## src/rtl/kamus_mem_arbiter_pkg.sv

```systemverilog
// Shared types for the kamus memory arbiter: access widths, FSM states and owners.
package kamus_mem_arbiter_pkg;

    typedef enum logic [1:0] {
        MEM_W_B = 2'b00,
        MEM_W_H = 2'b01,
        MEM_W_W = 2'b10
    } mem_width_e;

    typedef enum logic [1:0] {
        ARB_IDLE,
        ARB_REQ,
        ARB_RESP,
        ARB_ERR
    } arb_state_e;

    typedef enum logic {
        OWN_IF,
        OWN_LSU
    } arb_owner_e;

endpackage

```

## src/rtl/kamus_lsu_align.sv

```systemverilog
// Combinational LSU lane logic: byte enables, store replication, load extension and
// misalignment detection.
module kamus_lsu_align
    import kamus_mem_arbiter_pkg::*;
(
    input  logic [1:0]  width_i,
    input  logic [1:0]  addr_lo_i,
    input  logic        unsigned_i,
    input  logic [31:0] wdata_i,
    input  logic [31:0] rdata_i,
    output logic [3:0]  be_o,
    output logic [31:0] wdata_o,
    output logic [31:0] rdata_o,
    output logic        misaligned_o
);

    logic [31:0] shifted;

    always_comb begin
        shifted      = rdata_i >> {addr_lo_i, 3'b000};
        be_o         = 4'b1111;
        wdata_o      = wdata_i;
        rdata_o      = shifted;
        misaligned_o = 1'b0;
        case (width_i)
            MEM_W_B: begin
                be_o    = 4'b0001 << addr_lo_i;
                wdata_o = {4{wdata_i[7:0]}};
                rdata_o = {{24{~unsigned_i & shifted[7]}}, shifted[7:0]};
            end
            MEM_W_H: begin
                be_o         = 4'b0011 << {addr_lo_i[1], 1'b0};
                wdata_o      = {2{wdata_i[15:0]}};
                rdata_o      = {{16{~unsigned_i & shifted[15]}}, shifted[15:0]};
                misaligned_o = addr_lo_i[0];
            end
            MEM_W_W: begin
                misaligned_o = |addr_lo_i;
            end
            default: begin
                misaligned_o = 1'b1;
            end
        endcase
    end

endmodule

```

## src/rtl/kamus_mem_arbiter.sv

```systemverilog
// Single-outstanding arbiter sharing one memory port between fetch and LSU, with LSU
// priority and a fetch starvation guard.
module kamus_mem_arbiter
    import kamus_mem_arbiter_pkg::*;
#(
    parameter int unsigned STARVE_MAX = 4
) (
    input  logic        clk_i,
    input  logic        rst_i,
    input  logic        if_req_i,
    input  logic [31:0] if_addr_i,
    output logic        if_gnt_o,
    output logic        if_rvalid_o,
    output logic [31:0] if_rdata_o,
    input  logic        lsu_req_i,
    input  logic [31:0] lsu_addr_i,
    input  logic        lsu_we_i,
    input  logic [1:0]  lsu_width_i,
    input  logic        lsu_unsigned_i,
    input  logic [31:0] lsu_wdata_i,
    output logic        lsu_gnt_o,
    output logic        lsu_misaligned_o,
    output logic        lsu_rvalid_o,
    output logic [31:0] lsu_rdata_o,
    output logic        mem_req_o,
    output logic [31:0] mem_addr_o,
    output logic        mem_we_o,
    output logic [3:0]  mem_be_o,
    output logic [31:0] mem_wdata_o,
    input  logic        mem_gnt_i,
    input  logic        mem_rvalid_i,
    input  logic [31:0] mem_rdata_i
);

    localparam int unsigned CntW = $clog2(STARVE_MAX + 1);

    arb_state_e      state_q;
    arb_owner_e      owner_q;
    logic [31:0]     addr_q;
    logic [31:0]     wdata_q;
    logic            we_q;
    logic            unsigned_q;
    logic [1:0]      width_q;
    logic [CntW-1:0] starve_q;

    logic        lsu_sel;
    logic        in_req;
    logic        resp_v;
    logic [1:0]  al_width;
    logic [1:0]  al_addr_lo;
    logic [3:0]  al_be;
    logic [31:0] al_wdata;
    logic [31:0] al_rdata;
    logic        al_misaligned;

    assign lsu_sel = lsu_req_i && !((starve_q == CntW'(STARVE_MAX)) && if_req_i);

    // In idle the aligner checks the live LSU request; afterwards it works on the latches.
    assign al_width   = (state_q == ARB_IDLE) ? lsu_width_i     : width_q;
    assign al_addr_lo = (state_q == ARB_IDLE) ? lsu_addr_i[1:0] : addr_q[1:0];

    kamus_lsu_align u_align (
        .width_i      (al_width),
        .addr_lo_i    (al_addr_lo),
        .unsigned_i   (unsigned_q),
        .wdata_i      (wdata_q),
        .rdata_i      (mem_rdata_i),
        .be_o         (al_be),
        .wdata_o      (al_wdata),
        .rdata_o      (al_rdata),
        .misaligned_o (al_misaligned)
    );

    always_ff @(posedge clk_i) begin
        if (rst_i) begin
            state_q    <= ARB_IDLE;
            owner_q    <= OWN_IF;
            addr_q     <= '0;
            wdata_q    <= '0;
            we_q       <= 1'b0;
            unsigned_q <= 1'b0;
            width_q    <= '0;
            starve_q   <= '0;
        end else begin
            unique case (state_q)
                ARB_IDLE: begin
                    if (lsu_sel) begin
                        owner_q    <= OWN_LSU;
                        addr_q     <= lsu_addr_i;
                        we_q       <= lsu_we_i;
                        width_q    <= lsu_width_i;
                        unsigned_q <= lsu_unsigned_i;
                        wdata_q    <= lsu_wdata_i;
                        state_q    <= al_misaligned ? ARB_ERR : ARB_REQ;
                    end else if (if_req_i) begin
                        owner_q    <= OWN_IF;
                        addr_q     <= if_addr_i;
                        we_q       <= 1'b0;
                        width_q    <= MEM_W_W;
                        unsigned_q <= 1'b0;
                        wdata_q    <= '0;
                        state_q    <= ARB_REQ;
                    end
                    if (!if_req_i || !lsu_sel) begin
                        starve_q <= '0;
                    end else if (starve_q != CntW'(STARVE_MAX)) begin
                        starve_q <= starve_q + CntW'(1);
                    end
                end
                ARB_REQ:  if (mem_gnt_i) state_q <= ARB_RESP;
                ARB_RESP: if (mem_rvalid_i) state_q <= ARB_IDLE;
                ARB_ERR:  state_q <= ARB_IDLE;
                default:  state_q <= ARB_IDLE;
            endcase
        end
    end

    always_comb begin
        in_req           = (state_q == ARB_REQ);
        resp_v           = (state_q == ARB_RESP) && mem_rvalid_i;
        mem_req_o        = in_req;
        mem_addr_o       = in_req ? {addr_q[31:2], 2'b00} : '0;
        mem_we_o         = in_req && we_q;
        mem_be_o         = !in_req ? 4'b0000 : (owner_q == OWN_IF) ? 4'b1111 : al_be;
        mem_wdata_o      = (in_req && owner_q == OWN_LSU) ? al_wdata : '0;
        if_gnt_o         = in_req && mem_gnt_i && (owner_q == OWN_IF);
        lsu_gnt_o        = (in_req && mem_gnt_i && (owner_q == OWN_LSU)) || (state_q == ARB_ERR);
        lsu_misaligned_o = (state_q == ARB_ERR);
        if_rvalid_o      = resp_v && (owner_q == OWN_IF);
        if_rdata_o       = if_rvalid_o ? mem_rdata_i : '0;
        lsu_rvalid_o     = resp_v && (owner_q == OWN_LSU);
        lsu_rdata_o      = lsu_rvalid_o ? al_rdata : '0;
    end

endmodule

```

## config.mk

```make
export PLATFORM = sky130hd
export DESIGN_NAME = kamus_mem_arbiter
export DESIGN_NICKNAME = d
export VERILOG_FILES = /design/src/rtl/kamus_mem_arbiter_pkg.sv /design/src/rtl/kamus_lsu_align.sv /design/src/rtl/kamus_mem_arbiter.sv
export SDC_FILE = /design/constraint.sdc
export NUM_CORES = 1
export LEC_CHECK = 0
export ABC_AREA = 1
export CORE_MARGIN = 8
export CORE_UTILIZATION = 26
export CTS_BUF_LIST = sky130_fd_sc_hd__clkbuf_2 sky130_fd_sc_hd__clkbuf_4 sky130_fd_sc_hd__clkbuf_8
export CTS_CLUSTER_SIZE = 25
export DETAILED_ROUTE_END_ITERATION = 10
export GPL_TIMING_DRIVEN = 1
export PLACE_DENSITY = 0.67
export SLEW_MARGIN = 20
export SYNTH_ARGS = -nofsm -noshare
export SYNTH_HDL_FRONTEND = slang
export SYNTH_SLANG_ARGS = --single-unit
```

## constraint.sdc

```tcl
create_clock -name clk_i -period 4.52 [get_ports clk_i]
set_input_delay 0.678 -clock clk_i [delete_from_list [all_inputs] [get_ports clk_i]]
set_output_delay 0.678 -clock clk_i [all_outputs]
set_load 0.005 [all_outputs]
```

# --- Word level (Yosys, flattened, before mapping) ---
# Cells that the tools add are included.
totals:
  ff_bits: 74
  input_bits: 138
  output_inout_bits: 139
  elab_cells: 79
op_classes:
  add_sub_neg: 1
  eq_ne: 10
  shift: 3
  mux: 30
  n_bitwise: 4
  n_reduce_logical: 23
op_table:
  columns: ["operator", "n"]
  rows:
  - ["32-bit 2-to-1 mux", 8]
  - ["32-bit one-hot mux with 2 select lines", 2]
  - ["32-bit by 5-bit >> shifter with 32-bit output", 1]
  - ["2-bit 2-to-1 mux", 9]
  - ["1-bit logical AND", 10]
  - ["4-bit 2-to-1 mux", 2]
  - ["2-bit one-hot mux with 4 select lines", 1]
  - ["4-bit one-hot mux with 2 select lines", 1]
  - ["2-bit equality test, second input constant", 3]
  - ["3-bit 2-to-1 mux", 2]
  - ["3-bit inequality test, second input constant", 2]
  - ["2-bit by 1-bit equality test with 1-bit output, second input constant", 2]
  - ["2-bit zero test", 2]
  - ["1-bit 2-to-1 mux", 4]
  - ["2-bit AND reduction", 2]
  - ["2-bit nonzero test", 2]
  - ["1-bit by 2-bit left shift with 4-bit output, first input constant", 1]
  - ["2-bit by 2-bit left shift with 4-bit output, first input constant", 1]
  - ["3-bit by 1-bit adder with 3-bit output, second input constant", 1]
  - ["3-bit equality test, second input constant", 1]
  - ["1-bit zero test", 3]
  - ["1-bit one-hot mux with 3 select lines", 1]
  - ["3-bit AND reduction", 1]
  - ["1-bit bitwise AND", 2]
  - ["5 further kinds", 7]

# --- Depth between registers and ports, before layout ---
depth:
  depth_word: 8
  depth_mapped: 11
  mapped_depth_nobuf: 10

# --- By module ---
# A second synthesis with hierarchy kept.
unflattened:
  hier_cells: 1017
  area_unflattened_um2: 5630.4
by_module_without_submodules:
  columns: ["module", "n_inst", "cells_each", "area_each_um2", "seq_area_each_um2"]
  rows:
  - ["kamus_mem_arbiter", 1, 763, 4401.7, 1481.4]
  - ["kamus_lsu_align", 1, 254, 1228.7, 0.0]

# --- Least setup slack after synthesis ---
# OpenSTA, ideal clock, no wires.
synth_path:
  kind: "in2out"
  start: "input port lsu_addr_i[1]"
  end: "output port lsu_rdata_o[29]"
  arrival_time_ns: 1.569
  t_required_ns: 3.842
  path_slack_ns: 2.273
  cell_stages: 8
  n_path_buf: 1
  path_cell_list: "inv_1 nand2_1 o21ai_2 clkbuf_1 nand3_1 a21oi_1 nand2_1 inv_2"
synth_between:
  elab_chain_len: 5
  word_cells_on_any_way: 6
  cone_classes: "1 x shift; 3 x mux; 2 x bitwise"
synth_lines:
  columns: ["element", "line", "rtl"]
  rows:
  - ["start: declaration", "kamus_mem_arbiter.sv:16", "input logic [31:0] lsu_addr_i,"]
  - ["2-bit 2-to-1 mux (*)", "kamus_mem_arbiter.sv:60", "assign al_addr_lo = (state_q == ARB_IDLE) ? lsu_addr_i[1:0] : addr_q[1:0];"]
  - ["32-bit by 5-bit >> shifter with 32-bit output (*)", "kamus_lsu_align.sv:20", "shifted = rdata_i >> {addr_lo_i, 3'b000};"]
  - ["1-bit bitwise AND, on equally long branches", "kamus_lsu_align.sv:34, kamus_lsu_align.sv:29", null]
  - ["32-bit one-hot mux with 2 select lines (*)", "kamus_lsu_align.sv:25", "case (width_i)"]
  - ["32-bit 2-to-1 mux (*)", "kamus_mem_arbiter.sv:132", "lsu_rdata_o = lsu_rvalid_o ? al_rdata : '0;"]
  - ["end: declaration", "kamus_mem_arbiter.sv:24", "output logic [31:0] lsu_rdata_o,"]
# Every way passes the cells marked *; elsewhere a longest branch is shown, timed or not.

# --- Worst setup path after layout ---
layout_path:
  start: "input port lsu_addr_i[0]"
  end: "output port lsu_rdata_o[16]"
# The elaborated chain is that of the path after synthesis.

==> results.ini <==
[run_status]
status=completed

[min_path]
hold-path-cell-count=2
min_path_type=flop to flop

[synthesis]
synthCells=858
synth.area.top_cells=dfxtp_1, nand2_1, inv_1, nor2_1, a21oi_1
yosysWarnings=0
synth_edf_count=0
ys_ff_latch=74
synth_area_sq_um=5020
synthArstFlopShare_pct=0
synth_top_flop_cell=dfxtp_1
synth_top_area_cell=dfxtp_1
yosysSeqAreaShare_pct=29.5
avgSynthCellArea_sq_um=5.85
synth.lib_cells_used.distinct=34
synth_top_area_share_pct=29.5

[worst_setup_path]
startpoint_type=primary input
max_stage_delay_ns=0.50
required_ns=3.84
worstPathMaxFanout=35
worst-path-buf-inv=5
cpMostUsedCell=nand2_1
slowest_stage=clkdlybuf4s50_1
worstPathCellList=clkdlybuf4s50_1 > inv_1 > nand2_1 > nand2_2 > buf_4 > nand2_1 > o21ai_0 > nand2_1 > a21oi_1 > nand2_1 > inv_1 > clkdlybuf4s50_1
critPathTopFamily=buffers and inverters
worst-r2r-cell-count=7
critPathArrivalTime_ns=3.13
cp_num_cells=12
critical_path_class=primary input to output pin
endpoint_kind=output pin

[cells_and_area]
multiInputGateArea_sq_um=2730
seq_area_sq_um=1480
final_cell_mix=clkdlybuf4s50_1, nand2_1, inv_1
nNetsFinal=1238
layout_commonest_cell=clkdlybuf4s50_1
synthToLayoutAreaGrowth_pct=62.3
drive_above_1_share_pct=4.44
diodes=0
fillCellCount=2064

[floorplan]
dieArea_sq_um=24000
dieWidth_microns=155
placementRows=51
die-height_microns=155
core_sq_um=19200
io_pins=277
start_util_pct=26.1

[place]
dp_hpwl_microns=16100
port_buffers=274
place_congestion=0.868
dp_worst_setup_slack_ns=0.703

[cts]
clk_pin_slew_worst_paths_ns=0.08
ctsHoldBuffers=0
cts-htree-levels=3
cts_sinks=74
cts_buffers=9
cts_setup_buffers=0
max-clock-path-buffers=2
ctsRootBufferMaster=clkbuf_8
cts_resized=0
clock_latency_ns=0.35
cts_tree=yes

[timing]
worstMarginPinSlew_ns=1.07
layout_min_cycle_time_ns=3.81
fin_crit_sh_pct=84.3
tns_ns=0
report.final.slew_viol_count=0
final-setup-viol-count=0
hold_viol_final=0
max-slew-margin-rel_pct=28.4
grt_setup_unrepaired=no
max_freq_mhz=262
skew_ns=0.00752
setup_slack_ns=0.710

[route]
finalWirelength_microns=21200
drc=0
ant_nets=0
vias=6187
initialDrtViolationCount=277
routedWlPerCell_microns=15.5
drt_first_pass_iters=5
via_per_inst=4.52

[power_and_ir_drop]
pwr-share-comb_pct=51.6
intPower_w=0.00168
peakVddDrop_mv=0.167
power_switching_w=0.00128
power_switching_share_pct=43.1
p_leak_nw=3.63
power.clock.fraction_pct=19.9
p_seq_share_pct=28.5
power.density_nw_per_um2=364

[job]
maxCapViolCount=0

[global_routing]
track_usage_pct=17.1
first_global_vias=6046
grt_max_degree=65
antenna_found_initial=3
grt_overflow=0
grt_pass1_wl_microns=32900

flip-flops by register name, indices dropped and copies added (netlist names):
signal      count
width_q         2
addr_q         32
starve_q        3
we_q            1
state_q         2
unsigned_q      1
owner_q         1
wdata_q        32
through the flow:
step           cell area, sq um  total power [W]  utilization [%]  instances  hold slack [ns]
2_1_floorplan              5020          0.00183                -        859            0.441
3_3_place_gp               7920          0.00238             41.2       1352            0.449
3_5_place_dp               7920          0.00239             41.2       1352            0.456
4_1_cts                    8150          0.00299             42.4       1368            0.468
5_1_grt                    8150          0.00319             42.4       1368            0.488
6_report                   8150          0.00296             42.4       1368            0.468
cells in the mapped netlist (2+ instances only):
| cell | instances |
|---|---|
| nor2_1 | 107 |
| clkbuf_1 | 29 |
| a211oi_1 | 3 |
| o21bai_1 | 7 |
| nand2_1 | 221 |
| inv_2 | 6 |
| nand3_4 | 2 |
| dfxtp_1 | 74 |
| o21ai_0 | 39 |
| buf_6 | 2 |
| o22ai_1 | 8 |
| ha_1 | 2 |
| o21ai_2 | 2 |
| buf_2 | 18 |
| nand2_2 | 7 |
| o211ai_1 | 37 |
| buf_1 | 2 |
| inv_1 | 144 |
| nor3_1 | 2 |
| nor2_4 | 2 |
| nand2_4 | 2 |
| buf_4 | 3 |
| a21oi_1 | 73 |
| o21a_1 | 2 |
| nand3_1 | 55 |
cell families after synthesis:
group	count (synthesis)	share of synthesized area, %
other cells	1	0.0747
buf+inv	206	16.4
simple gates	400	33.0
xor+xnor	1	0.175
fa+ha+maj	2	0.498
flops	74	29.5
compound gates	174	20.3
power groups by stage:
stage	registers [W]	logic, W	clock network [W]
6_report	0.000845	0.00153	0.000588
5_1_grt	0.000862	0.00170	0.000631
4_1_cts	0.000845	0.00154	0.000607
3_5_place_dp	0.000858	0.00154	0
3_3_place_gp	0.000856	0.00152	0
2_1_floorplan	0.000841	0.000989	0
final cells by class:
cell class                      instances  area share (%)
Tap cell                              265            4.07
Multi-Input combinational cell        579            33.5
Clock buffer                           11            1.78
Inverter                              151            6.96
Sequential cell                        74            18.2
Clock inverter                          5           0.952
Timing Repair Buffer                  283            34.5
worst register-to-register path: cells and delay by family (launching register included):
kind / cells / cell delay (ns)
AOI/OAI and AO/OA: 2 / 0.22
and+or+nand+nor: 2 / 0.55
buffers and inverters: 3 / 1.16
DFF: 1 / 0.39
layer usage:
| layer | vias to the layer above | track usage (%) | share of wire [%] |
|---|---|---|---|
| met5 | - | 0 | 0.17 |
| met4 | 6 | 5.41 | 2.1 |
| met3 | 27 | 4.77 | 7.8 |
| met2 | 235 | 29.8 | 47 |
| met1 | 2758 | 19.8 | 43 |
| li1 | 3161 | - | - |
path summary, 6_finish.rpt:
check | start | slack, ns | endpoint
setup reg to reg | state_q[0] | 2.09 | addr_q[20]
setup / recovery | lsu_addr_i[0] | 0.71 | lsu_rdata_o[16]
hold / removal | width_q[0] | 0.47 | width_q[0]
hold reg to reg | width_q[0] | 0.47 | width_q[0]
Note: power is estimated with default switching activity, not from simulation.
